## src/rtl/pack_polyvec_ctrl_pkg.sv

```systemverilog
// Shared constants and FSM state type for the Kyber polyvec ciphertext packer.
package kyber_pack_pkg;

  localparam int unsigned KYBER_N    = 256;
  localparam int unsigned KYBER_K    = 2;
  localparam int unsigned KYBER_Q    = 3329;
  localparam int unsigned PACK_GROUP = 4;
  localparam int unsigned PACK_BYTES = 5;
  localparam int unsigned COEFF_BITS = 10;
  localparam int unsigned POLYVEC_COMPRESSED_BYTES = KYBER_K * KYBER_N * COEFF_BITS / 8;

  typedef enum logic [2:0] {
    ST_IDLE  = 3'd0,
    ST_FETCH = 3'd1,
    ST_CAPT  = 3'd2,
    ST_EMIT  = 3'd3,
    ST_DONE  = 3'd4
  } pack_state_e;

endpackage

```

## src/rtl/pack_polyvec_ctrl_shift.sv

```systemverilog
// Combinational 4-coefficient (10-bit) to 5-byte packer.
module State_Pack_Cit__Pack_PolyVec__Shift (
  input  logic [9:0] i_Coeff0,
  input  logic [9:0] i_Coeff1,
  input  logic [9:0] i_Coeff2,
  input  logic [9:0] i_Coeff3,
  output logic [7:0] o_Byte0,
  output logic [7:0] o_Byte1,
  output logic [7:0] o_Byte2,
  output logic [7:0] o_Byte3,
  output logic [7:0] o_Byte4
);

  assign o_Byte0 = i_Coeff0[7:0];
  assign o_Byte1 = {i_Coeff1[5:0], i_Coeff0[9:8]};
  assign o_Byte2 = {i_Coeff2[3:0], i_Coeff1[9:6]};
  assign o_Byte3 = {i_Coeff3[1:0], i_Coeff2[9:4]};
  assign o_Byte4 = i_Coeff3[9:2];

endmodule

```

## src/rtl/pack_polyvec_ctrl.sv

```systemverilog
// Sequencer: fetches four coefficients per group, packs them and streams five
// bytes per group on a valid/ready interface with a running byte address.
module pack_polyvec_ctrl
  import kyber_pack_pkg::*;
#(
  parameter int unsigned KYBER_N            = 256,
  parameter int unsigned KYBER_K            = 2,
  parameter int unsigned i_Width            = 16,
  parameter int unsigned COEFF_BITS         = 10,
  parameter int unsigned o_Ciphertext_Width = 8,
  parameter int unsigned RD_LATENCY         = 1,
  localparam int unsigned CA_W = $clog2(KYBER_K * KYBER_N),
  localparam int unsigned CT_W = $clog2(KYBER_K * KYBER_N * COEFF_BITS / 8)
) (
  input  logic                          clk,
  input  logic                          rst,
  input  logic                          i_Start,
  output logic                          o_Busy,
  output logic                          o_Done,
  output logic                          o_CoeffRdEn,
  output logic [CA_W-1:0]               o_CoeffAddr,
  input  logic [i_Width-1:0]            i_CoeffData,
  output logic [o_Ciphertext_Width-1:0] o_Ciphertext,
  output logic                          o_CtValid,
  input  logic                          i_CtReady,
  output logic [CT_W-1:0]               o_CtAddr
);

  localparam int unsigned GROUPS = KYBER_K * KYBER_N / PACK_GROUP;
  localparam int unsigned G_W    = $clog2(GROUPS);
  localparam logic [G_W-1:0] LAST_G = G_W'(GROUPS - 1);

  pack_state_e state_q, state_d;
  logic [G_W-1:0]  g_q, g_d;
  logic [1:0]      j_q, j_d;
  logic [2:0]      b_q, b_d;
  logic [CA_W-1:0] coeff_addr_q, coeff_addr_d;
  logic [CT_W-1:0] ct_addr_q, ct_addr_d;
  logic            ct_valid_q, ct_valid_d;
  logic [o_Ciphertext_Width-1:0] ct_data_q, ct_data_d;
  logic            busy_q, busy_d;
  logic            done_q, done_d;

  logic [RD_LATENCY-1:0]      cap_vld_q, cap_vld_d;
  logic [RD_LATENCY-1:0][1:0] cap_idx_q, cap_idx_d;
  logic [3:0][COEFF_BITS-1:0] coeff_q, coeff_d;

  logic       rd_en;
  logic       hs;
  logic [2:0] sel_idx;
  logic [7:0] sel_byte;
  logic [7:0] pk_b0, pk_b1, pk_b2, pk_b3, pk_b4;
  logic       unused_hi;

  assign unused_hi = ^i_CoeffData[i_Width-1:COEFF_BITS];

  assign rd_en = (state_q == ST_FETCH);
  assign hs    = ct_valid_q && i_CtReady;

  State_Pack_Cit__Pack_PolyVec__Shift u_shift (
    .i_Coeff0 (coeff_q[0]),
    .i_Coeff1 (coeff_q[1]),
    .i_Coeff2 (coeff_q[2]),
    .i_Coeff3 (coeff_q[3]),
    .o_Byte0  (pk_b0),
    .o_Byte1  (pk_b1),
    .o_Byte2  (pk_b2),
    .o_Byte3  (pk_b3),
    .o_Byte4  (pk_b4)
  );

  // Read index j travels alongside the RAM latency so data lands in slot j.
  always_comb begin
    cap_vld_d    = cap_vld_q;
    cap_idx_d    = cap_idx_q;
    cap_vld_d[0] = rd_en;
    cap_idx_d[0] = j_q;
    for (int unsigned i = 1; i < RD_LATENCY; i++) begin
      cap_vld_d[i] = cap_vld_q[i-1];
      cap_idx_d[i] = cap_idx_q[i-1];
    end
  end

  always_comb begin
    coeff_d = coeff_q;
    if (cap_vld_q[RD_LATENCY-1]) begin
      coeff_d[cap_idx_q[RD_LATENCY-1]] = i_CoeffData[COEFF_BITS-1:0];
    end
  end

  // Byte 0 is loaded in CAPT, before coeff3 lands; B0 only depends on coeff0.
  assign sel_idx = (state_q == ST_CAPT) ? 3'd0 : b_q + 3'd1;

  always_comb begin
    sel_byte = '0;
    case (sel_idx)
      3'd0:    sel_byte = pk_b0;
      3'd1:    sel_byte = pk_b1;
      3'd2:    sel_byte = pk_b2;
      3'd3:    sel_byte = pk_b3;
      3'd4:    sel_byte = pk_b4;
      default: sel_byte = '0;
    endcase
  end

  always_comb begin
    state_d      = state_q;
    g_d          = g_q;
    j_d          = j_q;
    b_d          = b_q;
    coeff_addr_d = coeff_addr_q;
    ct_addr_d    = ct_addr_q;
    ct_valid_d   = ct_valid_q;
    ct_data_d    = ct_data_q;
    case (state_q)
      ST_IDLE: begin
        if (i_Start) begin
          state_d      = ST_FETCH;
          g_d          = '0;
          j_d          = '0;
          coeff_addr_d = '0;
          ct_addr_d    = '0;
        end
      end
      ST_FETCH: begin
        if (j_q == 2'd3) begin
          state_d = ST_CAPT;
        end else begin
          j_d          = j_q + 2'd1;
          coeff_addr_d = coeff_addr_q + 1'b1;
        end
      end
      ST_CAPT: begin
        state_d    = ST_EMIT;
        b_d        = '0;
        ct_valid_d = 1'b1;
        ct_data_d  = o_Ciphertext_Width'(sel_byte);
      end
      ST_EMIT: begin
        if (hs) begin
          if (b_q == 3'd4) begin
            ct_valid_d = 1'b0;
            if (g_q == LAST_G) begin
              state_d = ST_DONE;
            end else begin
              state_d      = ST_FETCH;
              g_d          = g_q + 1'b1;
              j_d          = '0;
              coeff_addr_d = coeff_addr_q + 1'b1;
              ct_addr_d    = ct_addr_q + 1'b1;
            end
          end else begin
            b_d       = b_q + 3'd1;
            ct_addr_d = ct_addr_q + 1'b1;
            ct_data_d = o_Ciphertext_Width'(sel_byte);
          end
        end
      end
      ST_DONE: begin
        state_d = ST_IDLE;
      end
      default: begin
        state_d = ST_IDLE;
      end
    endcase
  end

  assign busy_d = (state_d == ST_FETCH) || (state_d == ST_CAPT) || (state_d == ST_EMIT);
  assign done_d = (state_d == ST_DONE);

  always_ff @(posedge clk or posedge rst) begin
    if (rst) begin
      state_q      <= ST_IDLE;
      g_q          <= '0;
      j_q          <= '0;
      b_q          <= '0;
      coeff_addr_q <= '0;
      ct_addr_q    <= '0;
      ct_valid_q   <= 1'b0;
      ct_data_q    <= '0;
      busy_q       <= 1'b0;
      done_q       <= 1'b0;
      cap_vld_q    <= '0;
      cap_idx_q    <= '0;
      coeff_q      <= '0;
    end else begin
      state_q      <= state_d;
      g_q          <= g_d;
      j_q          <= j_d;
      b_q          <= b_d;
      coeff_addr_q <= coeff_addr_d;
      ct_addr_q    <= ct_addr_d;
      ct_valid_q   <= ct_valid_d;
      ct_data_q    <= ct_data_d;
      busy_q       <= busy_d;
      done_q       <= done_d;
      cap_vld_q    <= cap_vld_d;
      cap_idx_q    <= cap_idx_d;
      coeff_q      <= coeff_d;
    end
  end

  assign o_Busy       = busy_q;
  assign o_Done       = done_q;
  assign o_CoeffRdEn  = rd_en;
  assign o_CoeffAddr  = coeff_addr_q;
  assign o_Ciphertext = ct_data_q;
  assign o_CtValid    = ct_valid_q;
  assign o_CtAddr     = ct_addr_q;

endmodule

```

## config.mk

```make
export PLATFORM = sky130hd
export DESIGN_NAME = pack_polyvec_ctrl
export DESIGN_NICKNAME = d
export VERILOG_FILES = /design/src/rtl/pack_polyvec_ctrl_pkg.sv /design/src/rtl/pack_polyvec_ctrl_shift.sv /design/src/rtl/pack_polyvec_ctrl.sv
export SDC_FILE = /design/constraint.sdc
export NUM_CORES = 1
export LEC_CHECK = 0
export BUFFER_PORTS_ARGS = -buffer_cell sky130_fd_sc_hd__buf_2
export CAP_MARGIN = 20
export CORE_ASPECT_RATIO = 1.75
export CORE_UTILIZATION = 35
export CTS_CLUSTER_DIAMETER = 100
export DETAILED_ROUTE_END_ITERATION = 12
export SKIP_LAST_GASP = 1
export SLEW_MARGIN = 20
export SYNTH_ARGS = -nofsm -noshare
export SYNTH_HDL_FRONTEND = slang
export SYNTH_SLANG_ARGS = --single-unit
```

## constraint.sdc

```tcl
create_clock -name clk -period 4 [get_ports clk]
set_clock_uncertainty 0.15 [all_clocks]
set_input_delay 0.8 -clock clk [delete_from_list [all_inputs] [get_ports clk]]
set_output_delay 0.8 -clock clk [all_outputs]
set_load 0.02 [all_outputs]
```

==> impl_metrics.tcl, run 1 <==
set metrics [dict create \
    yosys.area.top_type "dfrtp_1" \
    gp_congestion 0.7557 \
    path_clk_slew_ps 60 \
    slew_headroom 0.4539 \
    grt_overflow_total 0 \
    area_delta_synth_final_pct 16.61 \
    cts_resized 0 \
    clk_latency_ps 340 \
    yosys_warnings 0 \
    post_cts_buffers 0 \
    critPathLaunchType "flop" \
    wl_per_cell_um 17.21 \
    required_ps 4130 \
    cts.sinks 88 \
    p_switching_uw 1483 \
    antennaDiodeCount 0 \
    power.density_nw_per_um2 820.5 \
    h-tree-depth 3 \
    hp-class "reg2reg" \
    violations "DRC" \
    synth_nets 398 \
    core_area_um2 11580 \
    clkPwrFrac 0.232 \
    power.internal_uw 2495 \
    irDropWorstVdd_mv 0.5458 \
    postCtsHoldBufs 0 \
    post-dp-hpwl_mm 6.939 \
    synth_fa_ha_area_frac 0.01806 \
    finalNetCount 441 \
    fillerInstances 1110 \
    via_count 3046 \
    row_count 52 \
    grtUsageMet1 0.1838 \
    status "complete, but fails checks" \
    synthXorXnorAreaFrac 0.02498 \
    period_minus_slack_ps 2748 \
    die_h_um 146.2 \
    cts_root_buf "clkbuf_16" \
    numCtsBuffers 9 \
    use_met2 0.3016 \
    syn_inst 372 \
    synthTopCellsByArea "dfrtp_1 (53%), mux2_2 (12%), o21ai_0 (2.9%), nand2_1 (2.8%), nor2_1 (2.1%)" \
    avgViaCountPerCell 5.488 \
    antenna_left 0 \
    die_area_um2 12340 \
    initial_utilization 0.3590 \
    ys_ff_latch 88 \
    grt_max_degree 48 \
    worstPathMaxFanout 17 \
    synth.avg_cell_area_um2 11.18 \
    synth-edff-count 0 \
    yosys.area_share.simple 0.1502 \
    synth_compound_area_frac 0.1342 \
    criticalPathCategory "reg2reg" \
    setup_viol 0 \
    cts_tree "yes" \
    track_usage 0.1640 \
    maxSlewViolCount 0 \
    drt_pass1_iterations 10 \
    clk_path_buf_depth 2 \
    setup_slack_ps 1252 \
    port_buffers 44 \
    drt_iter0_drc 210 \
    seq_power_share 0.391 \
    antenna_found_initial 0 \
    top_usage_layer "met2" \
    p_leak_uw 0.002122 \
    critPathArrivalTime_ps 2880 \
    synth_area_um2 4158 \
    rsz0062_at_grt "no" \
    synthTopCellsByCount "dfrtp_1 (88), mux2_2 (45), nand2_1 (31)" \
    combPwrFrac 0.377 \
    worstMarginPinSlew_ps 818.2 \
    grt_pass1_vias 3119 \
    grt_pass1_wl_mm 15.81 \
    setup_tns_ps 0 \
    cap_viol_max_count 0 \
    synth_top_family_by_area "simple AND/OR/NAND/NOR gates" \
    hold_viol 0 \
    ys_seq_area_frac 0.5296 \
    drive_above_1_share 0.2881 \
    ys.flop_type "dfrtp_1" \
    switching_share 0.3729 \
    drc 5 \
    synth_top_area_frac 0.5296 \
    yosysMostFrequentCell "dfrtp_1" \
    ios 51 \
    crit_path_end_kind "flop" \
    routed_wl_mm 9.554 \
    finalCritPeriodShare 0.6870 \
    place_ws_ps 1173 \
    synth_mux_area_frac 0.1219 \
    timing.fmax_ghz 0.3639 \
    die_w_um 84.39 \
    async_flop_share 1.000 \
    synth_cell_type_count 54 \
    grtUsageMet3 0.03053 \
]
## layer usage
| metal | wire (um) | up-vias |
|---|---|---|
| met1 | 3870 | 1529 |
| met5 | 0 | - |
| met3 | 295 | 13 |
| met2 | 5199 | 58 |
| li1 | - | 1446 |
| met4 | 189 | 0 |
## per-stage QoR
stage / utilization / cell area, um2 / hold slack, ps / total power (uW) / std cells
CTS: 0.4186 / 4848 / 260.5 / 4011 / 555
finish: 0.4186 / 4848 / 255.7 / 3978 / 555
global placement: 0.3900 / 4517 / 249.7 / 3033 / 539
detailed placement: 0.3900 / 4517 / 247.2 / 3073 / 539
global route: 0.4186 / 4848 / 280.6 / 4229 / 555
floorplan: - / 4158 / 227.9 / 2633 / 372
## placed cells by master (no fill, tap or decap), types with 3 or more instances in the layout
cell       instances
nand3_1           17
buf_2             44
a21oi_1            9
or3_1              4
o21ai_0           24
clkbuf_16          9
xnor2_1            9
o31ai_1            7
nor2b_1            3
nor2_1            23
a22o_1             7
mux2_2            45
and4_1             3
inv_1              4
nand3b_1           4
nand2b_1           3
a31oi_1            4
nand2_1           31
nand4_1            6
a32oi_1            3
dfrtp_1           88
ha_1               6
a22oi_1           10
clkinv_2           3
buf_4              5
nor3_1             7
## cell families (layout without fill, tap and decap cells)
group / Yosys count / in the layout
compound gates: 82 / 82
xor+xnor: 11 / 11
fa+ha+maj: 6 / 6
buf+inv: 22 / 70
flops: 88 / 88
mux: 45 / 45
simple gates: 118 / 118
## final timing paths
check	startpoint	endpoint	slack, ps	cells after the start
setup / recovery	b_q[0]	o_Ciphertext[5]	1250	7
hold / removal	cap_idx_d[1]	cap_idx_q[1]	260	0
setup reg to reg	b_q[0]	o_Ciphertext[5]	1250	7
hold reg to reg	cap_idx_d[1]	cap_idx_q[1]	260	0
max in group asynchronous	rst	state_q[1]	2460	3
min in group asynchronous	rst	o_Busy	430	2
## layout make-up
| class | count | area [um2] | share of cell area |
|---|---|---|---|
| Timing Repair Buffer | 49 | 257.7 | 0.05316 |
| Sequential cell | 88 | 2202 | 0.4542 |
| Clock inverter | 5 | 78.83 | 0.01626 |
| Multi-Input combinational cell | 262 | 1868 | 0.3853 |
| Tap cell | 135 | 168.9 | 0.03484 |
| Clock buffer | 11 | 252.7 | 0.05213 |
| Inverter | 5 | 20.02 | 0.004129 |
## state kept, by name, summed over array words and instances, names as in the netlist, 2 cells and up
name and cells:
state_q 3, cap_idx_d 2, b_q 3, o_CtAddr 10, coeff_q 40, o_Ciphertext 8, g_q 7, o_CoeffAddr 9
cap_idx_q 2
## critical path, cell delays in order, from the launching register on
cell	delay [ps]
dfrtp_1	520
inv_1	150
ha_1	570
nor2b_1	370
nand2_1	90
o21ai_1	510
a22o_1	240
a211o_1	90
## power groups by stage
stage                     sequential [uW]  combinational [uW]  clock (uW)
after global routing                 1610                1650         966
after CTS                            1560                1510         942
after floorplan                      1570                1060           0
after global placement               1560                1480           0
after detailed placement             1570                1500           0
final                                1560                1500         922
(Power assumes the default switching activity.)
==> run 2, diff against run 1 <==
- clock period: 4 -> 2.75 ns (I/O delays scaled with it)
==> run 2 against run 1 <==
  * The flow still finishes with violations (DRC)
  * Utilization rose by 0.77 points
  * Final cell count rose by 2.0%
  * Worst setup slack got worse by 930 ps
  * Routed wire length rose by 1.6%
  * Sequential cell count did not move
  * Non-clock buffer count rose by 11
  * Global-route usage rose by 0.46 points
  * Critical path depth did not move
  * Worst hold slack got worse by 92 ps
  * Power rose by 49%
  * Clock power rose by 43%
  * Largest power group is now combinational cells
==> impl_metrics.tcl, run 2 (synthesis gave the netlist of run 1 again) <==
set metrics [dict create \
    largest_reg_flops 40 \
    irDropWorstVdd_mv 0.6332 \
    grt_pass1_vias 3238 \
    top_register "coeff_q" \
    die_h_um 146.2 \
    track_usage 0.1686 \
    drc 3 \
    wl_per_cell_um 17.15 \
    routed_wl_mm 9.705 \
    critPathLaunchType "flop" \
    area_delta_synth_final_pct 18.75 \
    antenna_left 0 \
    setup_viol 0 \
    finalPower_uw 5916 \
    clk_latency_ps 340 \
    ios 51 \
    slew_headroom 0.5522 \
    grt_max_degree 89 \
    critPathArrivalTime_ps 2480 \
    violations "DRC" \
    initial_utilization 0.3590 \
    period_minus_slack_ps 2426 \
    worstPathMaxFanout 16 \
    cts_tree "yes" \
    criticalPathCategory "reg2reg" \
    gp_congestion 0.7832 \
    p_leak_uw 0.002164 \
    hp-class "in2async" \
    place_ws_ps 378.8 \
    maxSlewViolCount 0 \
    die_w_um 84.39 \
    worstMarginPinSlew_ps 669.7 \
    setup_tns_ps 0 \
    finalNetCount 452 \
    avgViaCountPerCell 5.429 \
    required_ps 2800 \
    setup_slack_ps 323.5 \
    hold_viol 0 \
    drive_above_1_share 0.3039 \
    post_cts_buffers 0 \
    grt_pass1_wl_mm 16.24 \
    path_clk_slew_ps 70 \
    power.density_nw_per_um2 1198 \
    via_count 3073 \
    clk_path_buf_depth 2 \
    grt_overflow_total 0 \
    rsz0062_at_grt "no" \
    post-dp-hpwl_mm 6.905 \
    status "complete, but fails checks" \
    postCtsHoldBufs 0 \
    cts_root_buf "clkbuf_16" \
    antennaDiodeCount 0 \
    port_buffers 44 \
    core_area_um2 11580 \
    cts.sinks 88 \
    crit_path_end_kind "flop" \
    drt_iter0_drc 206 \
    fin_cells 566 \
    placed_cells 550 \
    final_common_cell "dfrtp_1" \
    h-tree-depth 3 \
    drt_pass1_iterations 9 \
    finalCritPeriodShare 0.8824 \
    die_area_um2 12340 \
    most-common-layout-cells "dfrtp_1 (88), mux2_2 (45), buf_2 (44)" \
    cts_resized 0 \
    cap_viol_max_count 0 \
    row_count 52 \
    timing.fmax_ghz 0.4121 \
    numCtsBuffers 9 \
    antenna_found_initial 0 \
]
[run 2: cell types whose count changed in the layout (fill, tap and decap cells not counted), sizes merged]
| cell | change |
|---|---|
| clkinvlp | +3 |
| buf | +11 |
| clkinv | -3 |
[run 2: layout make-up]
type                    instances  area [um2]
fillers                      1143        6644
flip-flops and latches         88        2202
inverters                       5       22.52
clock buffers                  11       242.7
multi-input cells             262        1868
well taps                     135       168.9
repair buffers                 60       352.8
clock inverters                 5       80.08
[run 2: path summary, 6_finish.rpt]
kind | start | to | slack [ps] | cells after the start
max | b_q[0] | o_Ciphertext[3] | 320 | 7
min reg2reg | cap_idx_d[1] | cap_idx_q[1] | 280 | 0
min in group clk | cap_idx_d[1] | cap_idx_q[1] | 280 | 0
max reg2reg | b_q[0] | o_Ciphertext[3] | 320 | 7
max in group asynchronous | rst | g_q[0] | 1870 | 3
min | rst | o_CoeffAddr[3] | 160 | 3
[run 2: worst max-delay path, cell delays in order (launching register included)]
cell and delay (ps):
dfrtp_1 520, inv_1 150, ha_1 330, buf_4 210, and2_0 310, a22o_1 310
a22oi_1 200, o21ai_0 110
[run 2: stage by stage]
stage                     hold WS, ps  instance area [um2]    util
after floorplan                 227.9                 4161       -
after global placement          258.4                 4614  0.3984
after detailed placement        239.7                 4614  0.3984
after CTS                       214.1                 4937  0.4263
after global routing            238.5                 4937  0.4263
final                           163.5                 4937  0.4263
[run 2: power by group]
part	internal (uW)	leakage, uW	total [uW]	switching [uW]
registers	1830	0.00109	2230	402
logic	1070	0.000926	2360	1290
clock network	819	0.000152	1320	505
total	3720	0.00216	5920	2200
[run 2: layer usage]
metal,vias up,GRT usage,wire [um]
met4,0,0.07627,237
met2,68,0.3152,5335
li1,1468,-,-
met1,1521,0.1838,3878
met5,-,0,0
met3,16,0.02770,253
